$ cat config.mk
export PLATFORM = sky130hd
export DESIGN_NAME = vbs_timing_gen
export DESIGN_NICKNAME = d
export VERILOG_FILES = /design/src/rtl/vbs_pkg.sv /design/src/rtl/vbs_raster_counter.sv /design/src/rtl/vbs_timing_gen.sv
export SDC_FILE = /design/constraint.sdc
export NUM_CORES = 1
export LEC_CHECK = 0
export BUFFER_PORTS_ARGS = -buffer_cell sky130_fd_sc_hd__buf_2
export CAP_MARGIN = 5
export CORE_MARGIN = 4
export CORE_UTILIZATION = 40
export DETAILED_ROUTE_END_ITERATION = 8
export HOLD_SLACK_MARGIN = 0.08
export SYNTH_ARGS = -nofsm -noshare
export SYNTH_HDL_FRONTEND = slang
export SYNTH_SLANG_ARGS = --single-unit
$ cat constraint.sdc
create_clock -name clk -period 4.4 [get_ports clk]
set_input_delay 0.44 -clock clk [delete_from_list [all_inputs] [get_ports clk]]
set_output_delay 0.44 -clock clk [all_outputs]
set_load 0.02 [all_outputs]
$ cat src/rtl/vbs_pkg.sv
// Shared timing defaults, segment encoding and per-line sync levels
// for the composite video timing generator.
package vbs_pkg;

    localparam int DEF_LINE_CLKS   = 256;
    localparam int DEF_HSYNC_CLKS  = 14;
    localparam int DEF_FRAME_LINES = 313;
    localparam int DEF_VSYNC_LINES = 4;
    localparam int DEF_ACT_X0      = 64;
    localparam int DEF_ACT_W       = 128;
    localparam int DEF_ACT_Y0      = 40;
    localparam int DEF_ACT_H       = 192;

    typedef enum logic [1:0] {
        SEG_EDGE,
        SEG_HSYNC,
        SEG_TAIL
    } seg_t;

    typedef struct packed {
        logic h;
        logic t;
    } lvl_t;

    // Tail level is low only on the first VSYNC_LINES-1 lines.
    function automatic logic line_tail(input int v, input int vsync_lines);
        return (v >= vsync_lines - 1);
    endfunction

    function automatic lvl_t line_lvl(input int v, input int vsync_lines);
        lvl_t l;
        l.h = (v >= 1) && (v <= vsync_lines - 1);
        l.t = line_tail(v, vsync_lines);
        return l;
    endfunction

endpackage

$ cat src/rtl/vbs_raster_counter.sv
// Horizontal/vertical raster counters with wrap and line-end strobe.
// Exposes next-state values so downstream flops stay aligned with h/v.
module vbs_raster_counter #(
    parameter int LINE_CLKS   = 256,
    parameter int FRAME_LINES = 313,
    parameter int HW          = 8,
    parameter int VW          = 9
) (
    input  logic          clk,
    input  logic          reset_n,
    output logic [HW-1:0] h_pos,
    output logic [VW-1:0] v_pos,
    output logic [HW-1:0] h_nxt,
    output logic [VW-1:0] v_nxt,
    output logic          line_end
);

    localparam logic [HW-1:0] HMAX = HW'(LINE_CLKS - 1);
    localparam logic [VW-1:0] VMAX = VW'(FRAME_LINES - 1);

    assign line_end = (h_pos == HMAX);

    always_comb begin
        h_nxt = line_end ? '0 : h_pos + 1'b1;
        v_nxt = v_pos;
        if (line_end) begin
            v_nxt = (v_pos == VMAX) ? '0 : v_pos + 1'b1;
        end
    end

    always_ff @(posedge clk or negedge reset_n) begin
        if (!reset_n) begin
            h_pos <= '0;
            v_pos <= '0;
        end else begin
            h_pos <= h_nxt;
            v_pos <= v_nxt;
        end
    end

endmodule

$ cat src/rtl/vbs_timing_gen.sv
// Parametrised composite sync generator with raster coordinates and pixel path.
// Define VBS_FRAME_IRQ_EN to build the sticky end-of-active-area interrupt.
module vbs_timing_gen
    import vbs_pkg::*;
#(
    parameter int LINE_CLKS   = DEF_LINE_CLKS,
    parameter int HSYNC_CLKS  = DEF_HSYNC_CLKS,
    parameter int FRAME_LINES = DEF_FRAME_LINES,
    parameter int VSYNC_LINES = DEF_VSYNC_LINES,
    parameter int ACT_X0      = DEF_ACT_X0,
    parameter int ACT_W       = DEF_ACT_W,
    parameter int ACT_Y0      = DEF_ACT_Y0,
    parameter int ACT_H       = DEF_ACT_H,
    localparam int HW         = $clog2(LINE_CLKS),
    localparam int VW         = $clog2(FRAME_LINES)
) (
    input  logic          clk,
    input  logic          reset_n,
    output logic          sync,
    output logic [HW-1:0] h_pos,
    output logic [VW-1:0] v_pos,
    output logic          pixel_req,
    input  logic          pixel_in,
    output logic          pixel,
    output logic          frame_irq,
    input  logic          irq_ack
);

    logic [HW-1:0] h_nxt;
    logic [VW-1:0] v_nxt;
    logic          line_end;

    vbs_raster_counter #(
        .LINE_CLKS   (LINE_CLKS),
        .FRAME_LINES (FRAME_LINES),
        .HW          (HW),
        .VW          (VW)
    ) u_cnt (
        .clk      (clk),
        .reset_n  (reset_n),
        .h_pos    (h_pos),
        .v_pos    (v_pos),
        .h_nxt    (h_nxt),
        .v_nxt    (v_nxt),
        .line_end (line_end)
    );

    seg_t seg;
    lvl_t lvl_cur;
    logic prev_t;
    logic sync_d;
    logic req_d;
    int   hn;
    int   vn;
    int   vp;

    // Decode against next-state position so registered outputs line up.
    always_comb begin
        hn      = int'(h_nxt);
        vn      = int'(v_nxt);
        vp      = (vn == 0) ? FRAME_LINES - 1 : vn - 1;
        lvl_cur = line_lvl(vn, VSYNC_LINES);
        prev_t  = line_tail(vp, VSYNC_LINES);
        seg     = SEG_TAIL;
        unique case (1'b1)
            (hn == 0):                       seg = SEG_EDGE;
            (hn >= 1 && hn <= HSYNC_CLKS):   seg = SEG_HSYNC;
            (hn > HSYNC_CLKS):               seg = SEG_TAIL;
        endcase
        unique case (seg)
            SEG_EDGE:  sync_d = prev_t;
            SEG_HSYNC: sync_d = lvl_cur.h;
            default:   sync_d = lvl_cur.t;
        endcase
        req_d = (hn >= ACT_X0) && (hn < ACT_X0 + ACT_W) &&
                (vn >= ACT_Y0) && (vn < ACT_Y0 + ACT_H);
    end

    always_ff @(posedge clk or negedge reset_n) begin
        if (!reset_n) begin
            sync      <= 1'b1;
            pixel_req <= 1'b0;
            pixel     <= 1'b0;
        end else begin
            sync      <= sync_d;
            pixel_req <= req_d;
            pixel     <= pixel_req & pixel_in;
        end
    end

`ifdef VBS_FRAME_IRQ_EN
    localparam logic [VW-1:0] TRIG_V = VW'(ACT_Y0 + ACT_H);

    logic irq_unused;
    assign irq_unused = line_end;

    // A new trigger takes priority over a coincident acknowledge.
    always_ff @(posedge clk or negedge reset_n) begin
        if (!reset_n) begin
            frame_irq <= 1'b0;
        end else if (h_pos == '0 && v_pos == TRIG_V) begin
            frame_irq <= 1'b1;
        end else if (irq_ack) begin
            frame_irq <= 1'b0;
        end
    end
`else
    logic irq_unused;
    assign irq_unused = irq_ack ^ line_end;
    assign frame_irq  = 1'b0;
`endif

endmodule
After elaboration in Yosys (flattened, before gate mapping) --
Cells that the tools add are included.
Storage, ports and cells: bits in writable memories 0, bits of input ports 4, bits in read-only memories 0, latch bits 0, memories kept 0, register bits after elaboration 20
Operators by class: bitwise gates (word level) 1, $lt $le $gt $ge 11, shift-type cells 0, div/mod/pow operators 0, eq/ne operators 3, mux-type cells 6, multipliers 0, $add $sub $neg 3, reductions and logical operators 8
Operators with widths (number):
- 32-bit by 3-bit greater-or-equal comparator with 1-bit output, second input constant | 1
- 32-bit two-way mux | 1
- 9-bit two-way mux | 2
- 9-bit by 1-bit subtractor with 10-bit output, second input constant | 1
- 9-bit by 1-bit adder with 9-bit output, second input constant | 1
- 9-bit == test, second input constant | 1
- 9-bit by 1-bit greater-or-equal comparator with 1-bit output, second input constant | 1
- 9-bit by 2-bit greater-or-equal comparator with 1-bit output, second input constant | 1
- 9-bit by 6-bit greater-or-equal comparator with 1-bit output, second input constant | 1
- 9-bit by 2-bit less-or-equal comparator with 1-bit output, second input constant | 1
- 9-bit zero test | 1
- 9-bit by 8-bit < comparator with 1-bit output, second input constant | 1
- 8-bit by 1-bit adder with 8-bit output, second input constant | 1
- 8-bit == test, second input constant | 1
- 8-bit by 1-bit greater-or-equal comparator with 1-bit output, second input constant | 1
- 8-bit by 7-bit greater-or-equal comparator with 1-bit output, second input constant | 1
- 8-bit by 4-bit greater-than comparator with 1-bit output, second input constant | 1
- 8-bit by 4-bit less-or-equal comparator with 1-bit output, second input constant | 1
- 8-bit zero test | 1
- 8-bit < comparator, second input constant | 1
- 8-bit two-way mux | 1
- 2-bit one-hot mux with 3 select lines | 1
- 1-bit logical AND | 5
- 2-bit by 1-bit == test with 1-bit output, second input constant | 1
- other kinds (3) | 3

Logic depth before layout (Yosys ltp) --
Gate-level depths: netlist of the first run.
depth in word-level cells 7, gate-level depth with buffers 11

Modules after synthesis --
A second synthesis of the first run with hierarchy kept.
Unflattened totals: cell total of the unflattened synthesis 124, area total of the unflattened synthesis 1202.4 µm²
By module, submodules not included:
- vbs_raster_counter | sequential area each 425.4 µm², area each 852.1 µm², instances 1, cells each 85
- vbs_timing_gen | sequential area each 76.3 µm², area each 350.3 µm², instances 1, cells each 39

Worst setup path before layout of the first run --
OpenSTA, ideal clock, no wires.
path kind reg-to-reg, from register u_cnt.h_pos[0], to register sync, path buffers 0, arrival 2832 ps, setup slack 1490 ps, data required time 4323 ps, stages on the path, launching flop included 10, cell sequence dfrtp_1 ha_1 nand4_4 or4_2 o21a_1 ha_1 nor2b_1 o41ai_1 o41ai_1 a31oi_1
On the way: word-level cells in the longest chain between the ends 7
Ends and longest elaborated chain:
- from (decl) | RTL line vbs_raster_counter.sv:11 | output logic [HW-1:0] h_pos,
- from (signal assigned) | RTL line vbs_raster_counter.sv:36 | h_pos <= h_nxt;
- parallel branches: the longest is 6 deep, another holds 32-bit by 3-bit greater-or-equal comparator with 1-bit output
- 1-bit one-hot mux with 2 select lines (*) | RTL line vbs_timing_gen.sv:70 | unique case (seg)
- named net sync_d | RTL line vbs_timing_gen.sv:51 | logic sync_d;
- to (signal assigned) | RTL line vbs_timing_gen.sv:85 | sync <= sync_d;
- to (decl) | RTL line vbs_timing_gen.sv:19 | output logic sync,
Mark *: on every way through the listed nets, which the timed path passes.

Worst setup path after layout of the first run --
Ends and elaborated chain as after synthesis.

==> metrics.txt, run 1 <==
outcome=finished, final reports clean; Tot Pwr=0.000335 W; Worst Path Max Fanout=10; synth unique cells=50; highest routed layer=met4; drt pass-1 iters=4; MaxCap Viol Count=0; cts hold-fix bufs=0; cell with the most instances after synthesis=dfrtp_1; TritonCTS buffer count=3; htree depth=1; Die Ht=69.0 um; CP required=4.59 ns; largest net degree at the start of global routing=21; post-CTS sizing=0; relative slew slack=63.2%; CP Cell Sequence=ha_1 > nand4_4 > or4_2 > o21a_1 > ha_1 > nor2b_1 > o41ai_1 > o41ai_1 > a31oi_1; Final min period=3.13 ns; P_leak=0.777 nW; Via-to-Cell Ratio=5.73; CP Launch Type=flop; worst slack, placed=1.33 ns; power density over cell area=200 nW/um^2; final antenna-violating net count=0; Synth Register Bits=20; I/O Buffers=22; Main synth FF type=dfrtp_1; area leader, netlist=dfrtp_1; layout cells sized above 1=22.9%; Row Count=21; hold violation count in the final report=0; CTS sink cnt=20; CP Launch Point=u_cnt.h_pos[0]; met3 WL=232 um; die area=4760 sq um; syn avg cell area=9.42 sq um; asr flop ratio synth=100%; Root Driver=clkbuf_8; Area contributors post-synth=dfrtp_1, ha_1, xnor2_1; VDD IR max=0.0930 mV; RSZ-0062 raised after global routing=false; synth warn=0; wire per inst=15.8 um; ANT cells=0; met1 wire length=1660 um; P&R area growth vs syn=12.8%; Register Area=502 sq um; drt drc=0; Clock Skews=0.00185 ns; die width=69.0 um; Final HPWL DP=2600 um; postcts setup bufs=0; Final Slew Violations=0; Initial Util=42.9%; Worst Setup Path Type=reg -> reg; clk slew on worst S/H paths=0.08 ns; Critical-path top delay cell=or4_2; sequential cell area fraction in the yosys report=33.7%; vias=1290; post-route clock period utilization=71.0%; area of the multi-input gates=916 sq um; core area=3470 sq um; post-synthesis cell count=158; number of synthesized flops with an enable pin=0; gpl congestion=0.872; first-pass GRT wire length=6030 um; final WL=3560 um; GRT overflow=0; vias in the first global route=1224; Clock Latency Late Sink=0.26 ns; fmax=320 MHz; top cells by count, synth=dfrtp_1, nor2_1, nand2_1, ha_1, inv_1; final core occ=48.4%; endpoints failing setup=0; CP arrival=3.32 ns; fillers=350; crit end category=flop; Clock Tree Buf Depth=2; initial antenna violation count=0; gr usage total=17.2%; Slew @ Worst Pin=0.550 ns; DR WL met2=1600 um; HP Class=in -> async; worst r2r src=u_cnt.h_pos[0]; CP peak stage delay=0.67 ns; Syn Nets=172; Nets=194; 1st-iter DRT viols=49; Post-Syn Area=1490 sq um; Top-Level Pins=25; CTS tree=built; share of Yosys cell area claimed by the top area cell type=32.0%; fin worst setup slack=1.27 ns; setup TNS=0 ns
[cell families (layout without fill, tap and decap cells)]
family                     after synthesis  after routing  share of synthesized area [%]
adders and majority gates               10             10                           8.41
buffers and inverters                   15             36                           4.71
xor gates and xnor gates                13             13                           7.65
muxes                                    3              3                           2.44
AOI/OAI and AO/OA                       28             28                           15.0
other                                    1              1                          0.252
and+or+nand+nor                         68             68                           27.8
DFF                                     20             20                           33.7
[path summary, 6_finish.rpt]
| path | end | slack [ns] | cells past startpoint |
|---|---|---|---|
| min in group clk | pixel | 0.38 | 2 |
| hold / removal | u_cnt.v_pos[8] | 0.12 | 1 |
| max in group asynchronous | sync | 3.94 | 1 |
| setup / recovery | sync | 1.27 | 9 |
| hold reg to reg | pixel | 0.49 | 1 |
| setup reg to reg | sync | 1.27 | 9 |
[cell usage in the layout, fill, tap and decap left out, types with 4 or more instances in the layout]
cell      synthesis  layout
clkbuf_8          0       4
ha_1             10      10
nand3_1           8       8
xor2_1            5       5
xnor2_1           8       8
a31oi_1           4       4
and3_1            5       5
inv_1            10      10
buf_2             1      22
nand2_1          11      11
o21ai_0           4       4
nor3_1            7       7
dfrtp_1          19      19
nor2_1           13      13
[flip-flops by register name (all words and copies together), names as in the netlist]
name and cells:
pixel 1, pixel_req 1, sync 1, u_cnt.h_pos 8, u_cnt.v_pos 9
[power by group]
group / internal (W) / total, W / leakage, nW / switching, W
clock network: 0.0000799 / 0.000146 / 0.0288 / 0.0000664
registers: 0.000184 / 0.000184 / 0.261 / 0
logic: 0.000000626 / 0.00000501 / 0.487 / 0.00000439
total: 0.000264 / 0.000335 / 0.777 / 0.0000708
[routing by layer]
layer	global-route usage [%]	vias to the layer above
li1	-	612
met2	27.1	55
met4	8.27	0
met1	23.4	619
met3	1.94	4
met5	0	-
[area by class of cell]
class                           count  area share [%]
Multi-Input combinational cell    123            54.6
Sequential cell                    20            29.9
Timing Repair Buffer               22            6.56
Tap cell                           46            3.43
Clock buffer                        4            3.28
Inverter                           10            2.24
[stage by stage]
stage | hold slack (ns) | area [sq um] | cells
after floorplan | 0.144 | 1490 | 158
after CTS | 0.133 | 1680 | 225
after detailed placement | 0.422 | 1620 | 221
final | 0.117 | 1680 | 225
after global routing | 0.144 | 1680 | 225
after global placement | 0.408 | 1620 | 221
[worst max-delay path, delay by kind of cell, from the launching register on]
family / cells / cell delay (ns)
DFF: 1 / 0.47
and+or+nand+nor: 3 / 1.04
AOI/OAI and AO/OA: 4 / 0.94
adders and majority gates: 2 / 0.60
(Power assumes the default switching activity.)
==> inputs of run 2 (changes only) <==
==> constraint.sdc (replaced) <==
create_clock -name clk -period 3.2 [get_ports clk]
set_input_delay 0.32 -clock clk [delete_from_list [all_inputs] [get_ports clk]]
set_output_delay 0.32 -clock clk [all_outputs]
set_load 0.02 [all_outputs]
==> run 2 against run 1 <==
Against the previous run: routed wire length down 0.42%; worst hold slack better by 0.15 ns; fmax up 4.7%; via count up 0.23%; sequential share of layout area down 0.89 points; flip-flop and latch count unchanged; die area unchanged; combinational power up 54%; clock-buffer cell count down 1; sequential power up 38%; largest power group is now clock.
==> metrics.txt, run 2 (synthesis gave the netlist of run 1 again) <==
outcome=finished, final reports clean; die area=4760 sq um (unchanged); Clock Tree Buf Depth=2 (unchanged); layout cells sized above 1=24.6% (+1.7 points); fmax=335 MHz (+4.7%); I/O Buffers=22 (unchanged); WHS Endpoint=pixel; commonest cells after routing, fill and taps aside=buf_2, dfrtp_1, nor2_1; Final min period=2.98 ns (-0.141 ns); Final Slew Violations=0 (unchanged); Root Driver=clkbuf_8; endpoints failing setup=0 (unchanged); Tot Pwr=0.000521 W (+55%); RSZ-0062 raised after global routing=false; hold violation count in the final report=0 (unchanged); P&R area growth vs syn=16.2%; gpl congestion=0.866 (-0.60%); die width=69.0 um (unchanged); cell area after layout=1730 sq um (+3.1%); MaxCap Viol Count=0 (unchanged); Worst Setup Path Type=reg -> reg; cells on worst reg2reg path=9 (unchanged); final WL=3540 um (-0.42%); Clock Latency Late Sink=0.27 ns (about the same); 1st-iter DRT viols=119 (+140%); wire per inst=15.5 um (-2.2%); Die Ht=69.0 um (unchanged); core area=3470 sq um (unchanged); clk slew on worst S/H paths=0.09 ns (about the same); worst flop-to-flop path endpoint=sync; GRT overflow=0 (unchanged); Via-to-Cell Ratio=5.65 (-1.5%); vias in the first global route=1221 (-0.25%); setup TNS=0 ns (unchanged); dpl cell area=1650 sq um (+1.4%); CTS tree=built; vias=1293 (+0.23%); clock share of power=50.0% (+6.3 points); worst r2r src=u_cnt.h_pos[0]; htree depth=1 (unchanged); gr usage total=16.4% (-0.85 points); Clock Skews=0.00785 ns (+0.00600 ns); VDD IR max=0.122 mV (+31%); power density over cell area=301 nW/um^2 (+51%); Row Count=21 (unchanged); CP Launch Type=flop; Nets=198 (+2.1%); largest net degree at the start of global routing=21 (unchanged); switching power=0.0000992 W (+40%); Pint=0.000421 W (+60%); Worst Path Max Fanout=8 (-2); area of the multi-input gates=918 sq um (+0.27%); CTS sink cnt=20 (unchanged); Register Area=502 sq um (unchanged); Critical-path top delay cell=or4_2; first-pass GRT wire length=5880 um (-2.5%); Final HPWL DP=2610 um (+0.67%); CP peak stage delay=0.63 ns (-0.04 ns); P_leak=0.802 nW (+3.2%); post-route clock period utilization=93.3% (+22 points); fillers=351 (+0.29%); CP Cell Sequence=ha_2 > nand4_4 > or4_2 > o21a_1 > ha_1 > nor2b_1 > o41ai_1 > o41ai_1 > a31oi_1; CP required=3.38 ns (-1.21 ns); leading cell type in the layout, fill and taps excluded=buf_2; final antenna-violating net count=0 (unchanged); HP Class=in -> reg; ANT cells=0 (unchanged); Largest regs=u_cnt.v_pos: 9 flops, u_cnt.h_pos: 8 flops; Biggest register=u_cnt.v_pos; CP most frequent cell=o41ai_1; R2R Setup Slk=0.22 ns (-1.06 ns); postcts setup bufs=0 (unchanged); Net Sw Frac=19.1% (-2.1 points); max reg flops=9 (unchanged); Top-Level Pins=25 (unchanged); depth of the worst hold-timing path=2; Logic pwr share=1.5% (about the same); Initial Util=42.9% (unchanged); crit end category=flop; Hold Startpoint=pixel_in; TritonCTS buffer count=3 (unchanged); drt drc=0 (unchanged); drt pass-1 iters=4 (unchanged); initial antenna violation count=0 (unchanged); CP arrival=3.17 ns (-0.15 ns); Sequential Power Share=48.5% (-6.3 points)
[run 2: critical path: cells and delay by family, from the launching register on]
kind,cells,cell delay (ns)
AOI/OAI and AO/OA,4,0.94
adders and majority gates,2,0.57
DFF,1,0.49
and+or+nand+nor,3,0.88
[run 2: cell type report]
class | count | area share, %
multi-input cells | 123 | 53.1
flip-flops and latches | 20 | 29.0
repair buffers | 26 | 8.25
well taps | 46 | 3.33
clock buffers | 3 | 2.39
inverters | 10 | 2.17
clock inverters | 1 | 1.74
[run 2: per-layer routing]
metal,track usage (%),wire length [um],up-vias
met1,23.3,1700,628
met3,1.62,164,4
met4,5.84,39,0
li1,-,-,624
met5,0,0,-
met2,25.6,1640,37
[run 2: power groups by stage]
stage	Clock [W]	Sequential, W	Combinational, W
2_1_floorplan	0	0.000258	0.00000196
3_3_place_gp	0	0.000258	0.00000696
3_5_place_dp	0	0.000258	0.00000728
4_1_cts	0.000260	0.000253	0.00000824
5_1_grt	0.000275	0.000253	0.00000936
6_report	0.000260	0.000253	0.00000772
[run 2: worst max-delay path by stage]
stage            to  cells past startpoint  slack, ns      startpoint
2_1_floorplan  sync                      9       0.29  u_cnt.h_pos[0]
3_3_place_gp   sync                      9       0.33  u_cnt.h_pos[0]
3_5_place_dp   sync                      9       0.24  u_cnt.h_pos[0]
4_1_cts        sync                      9       0.19  u_cnt.h_pos[0]
5_1_grt        sync                     10       0.04  u_cnt.h_pos[0]
6_report       sync                      9       0.22  u_cnt.h_pos[0]
[run 2: repair_timing]
item | 4_1_cts | 5_1_grt
hold endpoints to repair | 19 | 0
hold buffers | 1 | 0
resized for setup | 0 | 1
endpoints found under the setup margin | 0 | 1
[run 2: through the flow]
stage	setup slack, ns	hold slack, ns	std cells	util, %
4_1_cts	0.191	0.270	229	49.8
2_1_floorplan	0.290	0.0244	158	-
5_1_grt	0.0367	0.265	229	49.9
3_5_place_dp	0.235	0.297	224	47.4
3_3_place_gp	0.329	0.286	224	47.4
6_report	0.216	0.266	229	49.9
